**src/rtl/flag_unit.sv**
```systemverilog
// ---------------------------------------------------------------------------
// flag_unit
// Produces the z (zero) and n (negative) condition flags for branch decisions.
// Flags are captured from the ALU result on flag-setting instructions and
// held until the next one. A small LIFO saves and restores {z,n} across
// interrupt or subroutine entry and exit.
//
// Ports
//   clk         in   system clock, rising edge
//   reset_n     in   asynchronous reset, active low
//   aluResult   in   ALU result of the current instruction
//   setFlags    in   capture flags from aluResult this cycle
//   flagPush    in   save current {z,n} onto the stack
//   flagPop     in   restore {z,n} from the top of the stack
//   z, n        out  registered zero / negative flags
//   stackLevel  out  number of saved entries
//   stackEmpty  out  stackLevel == 0
//   stackFull   out  stackLevel == STACK_DEPTH
//   stackErr    out  sticky illegal-operation flag, cleared only by reset
// ---------------------------------------------------------------------------
module flag_unit #(
   parameter int DATA_WIDTH  = 16,
   parameter int STACK_DEPTH = 4
) (
   input  logic                               clk,
   input  logic                               reset_n,
   input  logic [DATA_WIDTH-1:0]              aluResult,
   input  logic                               setFlags,
   input  logic                               flagPush,
   input  logic                               flagPop,
   output logic                               z,
   output logic                               n,
   output logic [$clog2(STACK_DEPTH+1)-1:0]   stackLevel,
   output logic                               stackEmpty,
   output logic                               stackFull,
   output logic                               stackErr
);

   localparam int LW = $clog2(STACK_DEPTH + 1);
   // Index width for the storage array; a one-entry stack still needs one bit.
   localparam int AW = (STACK_DEPTH > 1) ? $clog2(STACK_DEPTH) : 1;
   localparam logic [LW-1:0] LVL_ONE  = LW'(1'b1);
   localparam logic [LW-1:0] LVL_FULL = LW'(STACK_DEPTH);

   logic                r_z;
   logic                r_n;
   logic [LW-1:0]       r_level;
   logic                r_empty;
   logic                r_full;
   logic                r_err;
   logic [1:0]          r_stack [STACK_DEPTH];

   logic                w_collide;
   logic                w_push_ok;
   logic                w_pop_ok;
   logic                w_err;
   logic [LW-1:0]       w_level_m1;
   logic [LW-1:0]       w_level_nxt;
   logic [AW-1:0]       w_wr_idx;
   logic [AW-1:0]       w_rd_idx;
   logic                w_z_nxt;
   logic                w_n_nxt;

   // Decode the legal/illegal stack operations for this cycle.
   always_comb begin
      w_collide  = flagPush & flagPop;
      w_push_ok  = flagPush & ~flagPop & ~r_full;
      w_pop_ok   = flagPop & ~flagPush & ~r_empty;
      w_err      = w_collide | (flagPush & r_full) | (flagPop & r_empty);
      w_level_m1 = r_level - LVL_ONE;
      w_wr_idx   = r_level[AW-1:0];
      w_rd_idx   = w_level_m1[AW-1:0];
   end

   // Next stack level: a legal push or pop moves it, anything else holds it.
   always_comb begin
      w_level_nxt = r_level;
      case ({w_push_ok, w_pop_ok})
         2'b10:   w_level_nxt = r_level + LVL_ONE;
         2'b01:   w_level_nxt = w_level_m1;
         default: w_level_nxt = r_level;
      endcase
   end

   // Next flags: a legal pop restores (and beats a capture), else capture, else hold.
   always_comb begin
      w_z_nxt = r_z;
      w_n_nxt = r_n;
      if (w_pop_ok) begin
         w_z_nxt = r_stack[w_rd_idx][1];
         w_n_nxt = r_stack[w_rd_idx][0];
      end else if (setFlags) begin
         w_z_nxt = (aluResult == {DATA_WIDTH{1'b0}});
         w_n_nxt = aluResult[DATA_WIDTH-1];
      end else begin
         w_z_nxt = r_z;
         w_n_nxt = r_n;
      end
   end

   // Flag, level, status and sticky error registers.
   always_ff @(posedge clk or negedge reset_n) begin
      if (!reset_n) begin
         r_z     <= 1'b0;
         r_n     <= 1'b0;
         r_level <= '0;
         r_empty <= 1'b1;
         r_full  <= 1'b0;
         r_err   <= 1'b0;
      end else begin
         r_z     <= w_z_nxt;
         r_n     <= w_n_nxt;
         r_level <= w_level_nxt;
         // Status bits registered alongside the level so they line up with it.
         r_empty <= (w_level_nxt == '0);
         r_full  <= (w_level_nxt == LVL_FULL);
         r_err   <= r_err | w_err;
      end
   end

   // Stack storage; contents are don't-care after reset, so no reset here.
   always_ff @(posedge clk) begin
      if (w_push_ok) begin
         r_stack[w_wr_idx] <= {r_z, r_n};
      end
   end

   assign z          = r_z;
   assign n          = r_n;
   assign stackLevel = r_level;
   assign stackEmpty = r_empty;
   assign stackFull  = r_full;
   assign stackErr   = r_err;

endmodule

```
**config.mk**
```make
export PLATFORM = sky130hd
export DESIGN_NAME = flag_unit
export DESIGN_NICKNAME = d
export VERILOG_FILES = /design/src/rtl/flag_unit.sv
export SDC_FILE = /design/constraint.sdc
export NUM_CORES = 1
export LEC_CHECK = 0
export ABC_AREA = 0
export CAP_MARGIN = 20
export CORE_ASPECT_RATIO = 0.8
export CORE_MARGIN = 2
export CORE_UTILIZATION = 39
export CTS_CLUSTER_DIAMETER = 30
export DETAILED_ROUTE_END_ITERATION = 8
export HOLD_SLACK_MARGIN = 0.02
export PLACE_DENSITY = 0.73
export SYNTH_ARGS = -nofsm -noshare
export SYNTH_HDL_FRONTEND = slang
export SYNTH_SLANG_ARGS = --single-unit
```
**constraint.sdc**
```tcl
create_clock -name clk -period 2.1 [get_ports clk]
set_input_delay 0.42 -clock clk [delete_from_list [all_inputs] [get_ports clk]]
set_output_delay 0.42 -clock clk [all_outputs]
set_load 0.01 [all_outputs]
```
# --- Word level (Yosys, flattened, before mapping) ---
# Memory sizes are Yosys's and may differ from the RTL's.
# Cells that the tools add are included.
totals:
  ff_bits: 8
  ramBits: 8
  inputBits: 21
  output_inout_bits: 8
  elab_cells: 36
  memories: 1
classes:
  n_addsub: 2
  eq_ne: 3
  muxes: 7
  n_bitwise: 14
  n_reduce_logical: 3
mem_list:
  columns: ["memory", "depth", "word_bits", "rd", "rd_clocked_by_memory_dff", "write_ports", "line", "text"]
  rows:
  - ["r_stack", 4, 2, 1, 0, 1, "51", "logic [1:0] r_stack [STACK_DEPTH];"]
op_table:
  columns: ["op", "count"]
  rows:
  - ["$logic_not 16->1", 1]
  - ["$and 1x1->1", 7]
  - ["$mux 1", 6]
  - ["$pmux 3 s2", 1]
  - ["$not 1->1", 4]
  - ["$add 3x1->3 const B", 1]
  - ["$eq 3x3->1 const B", 1]
  - ["$logic_not 3->1", 1]
  - ["$or 1x1->1", 3]
  - ["$sub 3x1->3 const B", 1]
  - ["$eq 2x1->1 const B", 1]
  - ["$eq 2x2->1 const B", 1]
  - ["$reduce_bool 2->1", 1]

# --- Depth between registers and ports, before layout ---
# Gate-level depths: netlist (run 1).
logic_depth:
  word_depth: 6
  mapped_depth: 8
  depth_no_buf: 8

# --- Worst setup path after synthesis (run 1) ---
# OpenSTA, ideal clock, no wires.
synth_path:
  path_type: "input to register"
  startpoint: "input port flagPop"
  endpoint: "register r_full (netlist: stackFull)"
  setup_time_ns: 0.120
  t_arrival_ns: 1.921
  t_required_ns: 1.980
  slack_ns: 0.059
  cell_stages: 8
  path_buffers: 0
  cell_sequence: "nor2_1 > and2_1 > inv_1 > ha_1 > nor2_1 > mux2_4 > a221o_1 > nor2b_4"
synth_via:
  elab_chain_len: 6
  word_cells_on_any_way: 9
  classes_between: "eq/ne (3); mux (1); bitwise (5)"
synth_lines:
  columns: ["element", "line", "text"]
  rows:
  - ["from (decl)", "30", "input logic flagPop,"]
  - ["$not 1->1", "67", "w_push_ok = flagPush & ~flagPop & ~r_full;"]
  - ["$and 1x1->1 (2 in series)", "67", null]
  - ["$eq 2x1->1 or $eq 2x2->1 (tied branches)", "78", "case ({w_push_ok, w_pop_ok})"]
  - ["$pmux 3 s2 *", "78", null]
  - ["via w_level_nxt[2]", "58", "logic [LW-1:0] w_level_nxt;"]
  - ["$eq 3x3->1 *", "116", "r_full <= (w_level_nxt == LVL_FULL);"]
  - ["to (signal assigned)", "116", null]
  - ["to (decl)", "49", "logic r_full;"]
# Mark *: on every way through the listed nets, which the timed path passes. The rest lies on a longest branch.
# A chain may end at the register's enable or synchronous reset.

# --- Worst setup path after layout (run 1) ---
layout_path:
  startpoint: "register r_full (netlist: stackFull)"
  endpoint: "register r_full (netlist: stackFull)"
layout_via:
  elab_chain_len: 5
  word_cells_on_any_way: 6
  classes_between: "eq/ne (3); mux (1); bitwise (2)"
layout_lines:
  columns: ["element", "line"]
  rows:
  - ["$not 1->1 *", "67"]
  - ["$and 1x1->1 *", "67"]
  - ["$eq 2x1->1 or $eq 2x2->1 (tied branches)", "78"]
  - ["$pmux 3 s2 *", "78"]
  - ["via w_level_nxt[2]", "58"]
  - ["$eq 3x3->1 *", "116"]
# Marks and branches as above.

==> results of run 1 <==
==> how the worst min path moves through the flow <==
stage | to | from
3_5_place_dp | stackErr | stackErr
2_1_floorplan | n | reset_n
5_1_grt | stackLevel[0] | reset_n
6_report | stackLevel[1] | reset_n
4_1_cts | stackLevel[1] | reset_n
3_3_place_gp | stackErr | stackErr
==> cell families after synthesis <==
group,count (synthesis),share of synthesized area
compound gates,8,0.0660
mux,5,0.0959
fa+ha+maj,8,0.120
buf+inv,4,0.0180
simple gates,25,0.171
flops,16,0.529
==> cell usage in the layout, fill, tap and decap left out, drive strengths merged, types with 3 or more instances in the layout <==
master and count:
dfrtp 7, buf 11, o21ai 3, clkdlybuf4s50 26, inv 4, edfxtp 8
clkbuf 3, ha 8, nor2 5, nor4 4, and3 4, nand2 6
==> routing by layer <==
metal	vias to the layer above	part of all wire	GRT usage
li1	333	-	-
met3	0	0.032	0.0455
met4	0	0	0.0293
met1	315	0.46	0.201
met5	-	0	0
met2	11	0.51	0.305
==> sequential cells by signal (all words and copies together), names as in the netlist <==
register	cells
r_stack	8
stackLevel	3
n	1
stackEmpty	1
stackErr	1
stackFull	1
z	1
==> stage by stage <==
step	setup WS [ps]	hold slack, ps
final	212	413
after floorplan	58.6	124
after CTS	25.2	425
after global placement	-230	464
after global routing	123	436
after detailed placement	-279	468
==> synth_stat cells (2+ instances only) <==
cell type | count | share of area
edfxtp_1 | 8 | 0.29
inv_1 | 4 | 0.018
nor4_1 | 4 | 0.030
mux2i_1 | 2 | 0.024
and3_1 | 4 | 0.030
nand2_1 | 6 | 0.027
o21ai_0 | 3 | 0.018
ha_1 | 8 | 0.12
dfrtp_1 | 7 | 0.21
mux4_2 | 2 | 0.054
nor2_1 | 5 | 0.022
==> where the power goes <==
group / total [W] / switching [W] / internal, W / leakage, nW
registers: 0.000485 / 0.0000671 / 0.000418 / 0.170
clock network: 0.000163 / 0.0000939 / 0.0000689 / 0.0154
logic: 0.000574 / 0.000246 / 0.000328 / 0.352
total: 0.00122 / 0.000407 / 0.000815 / 0.537
==> area by class of cell <==
class,instances,area (um^2),share of cell area
clock buffers,3,22.5,0.0178
flip-flops and latches,16,442,0.350
repair buffers,39,368,0.291
inverters,4,15.0,0.0119
multi-input cells,46,383,0.303
clock inverters,1,3.75,0.00297
well taps,24,30.0,0.0238
==> results.sh, run 1 <==
export IMPL_outcome="finished, final reports clean"
export IMPL_cp_max_fo=3
export IMPL_hold_buffers=0
export IMPL_fillers=164
export IMPL_wl_per_cell_um=13.6
export IMPL_fin_crit_ps=1890
export IMPL_yosysWarnings=0
export IMPL_synth_cells=66
export IMPL_fin_area_mm2=0.00126
export IMPL_tightest_slew_ps=387
export IMPL_io_buffers=28
export IMPL_cts_buffers=3
export IMPL_max_freq_mhz=530
export IMPL_core_area_mm2=0.00194
export IMPL_power_w=0.00122
export IMPL_pin_count=29
export IMPL_cts_buffer_depth=2
export IMPL_worstHoldPathType="input port to asynchronous set/reset pin"
export IMPL_cp_cell_sequence="nor2_2 > and2_4 > inv_1 > ha_1 > nor2_1 > mux2_4 > a221o_1 > nor2b_4"
export IMPL_rows=14
export IMPL_drv_cap=0
export IMPL_crit_end="stackFull"
export IMPL_grt_antenna_before_repair=0
export IMPL_antenna_left=0
export IMPL_grt_pass1_vias=694
export IMPL_post_route_period_util=0.899
export IMPL_reg2reg_to="stackFull"
export IMPL_synth_seq_cells=16
export IMPL_critical_path_class="flop to flop"
export IMPL_synth_edf_count=8
export IMPL_peakVddDrop_uv=728
export IMPL_drt_iter0_markers=13
export IMPL_cts_tree="built"
export IMPL_drive_above_1_share=0.202
export IMPL_cts_max_level=1
export IMPL_power_density_mw_per_mm2=967
export IMPL_hold_viol=0
export IMPL_worstSetupPathDepth=8
export IMPL_leakagePower_nw=0.537
export IMPL_finalNetCount=139
export IMPL_place_congestion=0.743
export IMPL_start_util=0.429
export IMPL_placed_cells=129
export IMPL_grt_pass1_wl_mm=3.11
export IMPL_critPathMaxStageDelay_ps=400
export IMPL_r2r_slack_ps=210
export IMPL_die_w_um=55.7
export IMPL_start_kind="flop"
export IMPL_rsz0062_at_grt="no"
export IMPL_grt_total_usage=0.165
export IMPL_syn_cell_area_um2=835
export IMPL_syn2layout_area_growth_pct=51.4
export IMPL_critical_path_slowest_cell="dfrtp_1"
export IMPL_worstSetupStartpoint="stackFull"
export IMPL_crit_arrival_ps=2070
export IMPL_wirelength_mm=1.81
export IMPL_synth_nets=95
export IMPL_setup_viol=0
export IMPL_clk_pin_slew_worst_paths_ps=90
export IMPL_dp_hpwl_mm=1.51
export IMPL_synth_flop_cell="edfxtp_1"
export IMPL_grt_overflow_total=0
export IMPL_synth_distinct_cells=24
export IMPL_clock_sinks=16
export IMPL_drc=0
export IMPL_die_h_um=45.4
export IMPL_final_util=0.650
export IMPL_tns_ps=0
export IMPL_async_flop_share=0.500
export IMPL_finalNonFillerCells=133
export IMPL_slew_violations=0
export IMPL_critPathCaptureType="flop"
export IMPL_cpLargestDelayFamily="simple AND/OR/NAND/NOR gates"
export IMPL_post_cts_buffers=0
export IMPL_r2r_start="stackFull"
export IMPL_fin_worst_skew_ps=5.73
export IMPL_insertion_delay_ps=280
export IMPL_cp_num_buf_inv=1
export IMPL_ys_seq_area_frac=0.529
export IMPL_dieArea_mm2=0.00253
export IMPL_reg2reg_depth=8
export IMPL_dr_pass1_iters=4
export IMPL_slew_headroom=0.741
export IMPL_antenna_cells=0
export IMPL_vias=659
export IMPL_cp_required_ps=2280
export IMPL_placed_area_mm2=0.00123
export IMPL_clockRootBuffer="clkbuf_4"
export IMPL_grt_max_degree=10
export IMPL_synth_avg_cell_area_um2=12.6
export IMPL_avgViaCountPerCell=4.95
export IMPL_cts_resized=0
(Power assumes the default switching activity.)
==> run 2, diff against run 1 <==
CTS_CLUSTER_SIZE = 12   (was not set)
==> results of run 2 <==
Final layout, timing and power as in run 1 (identical DEF).
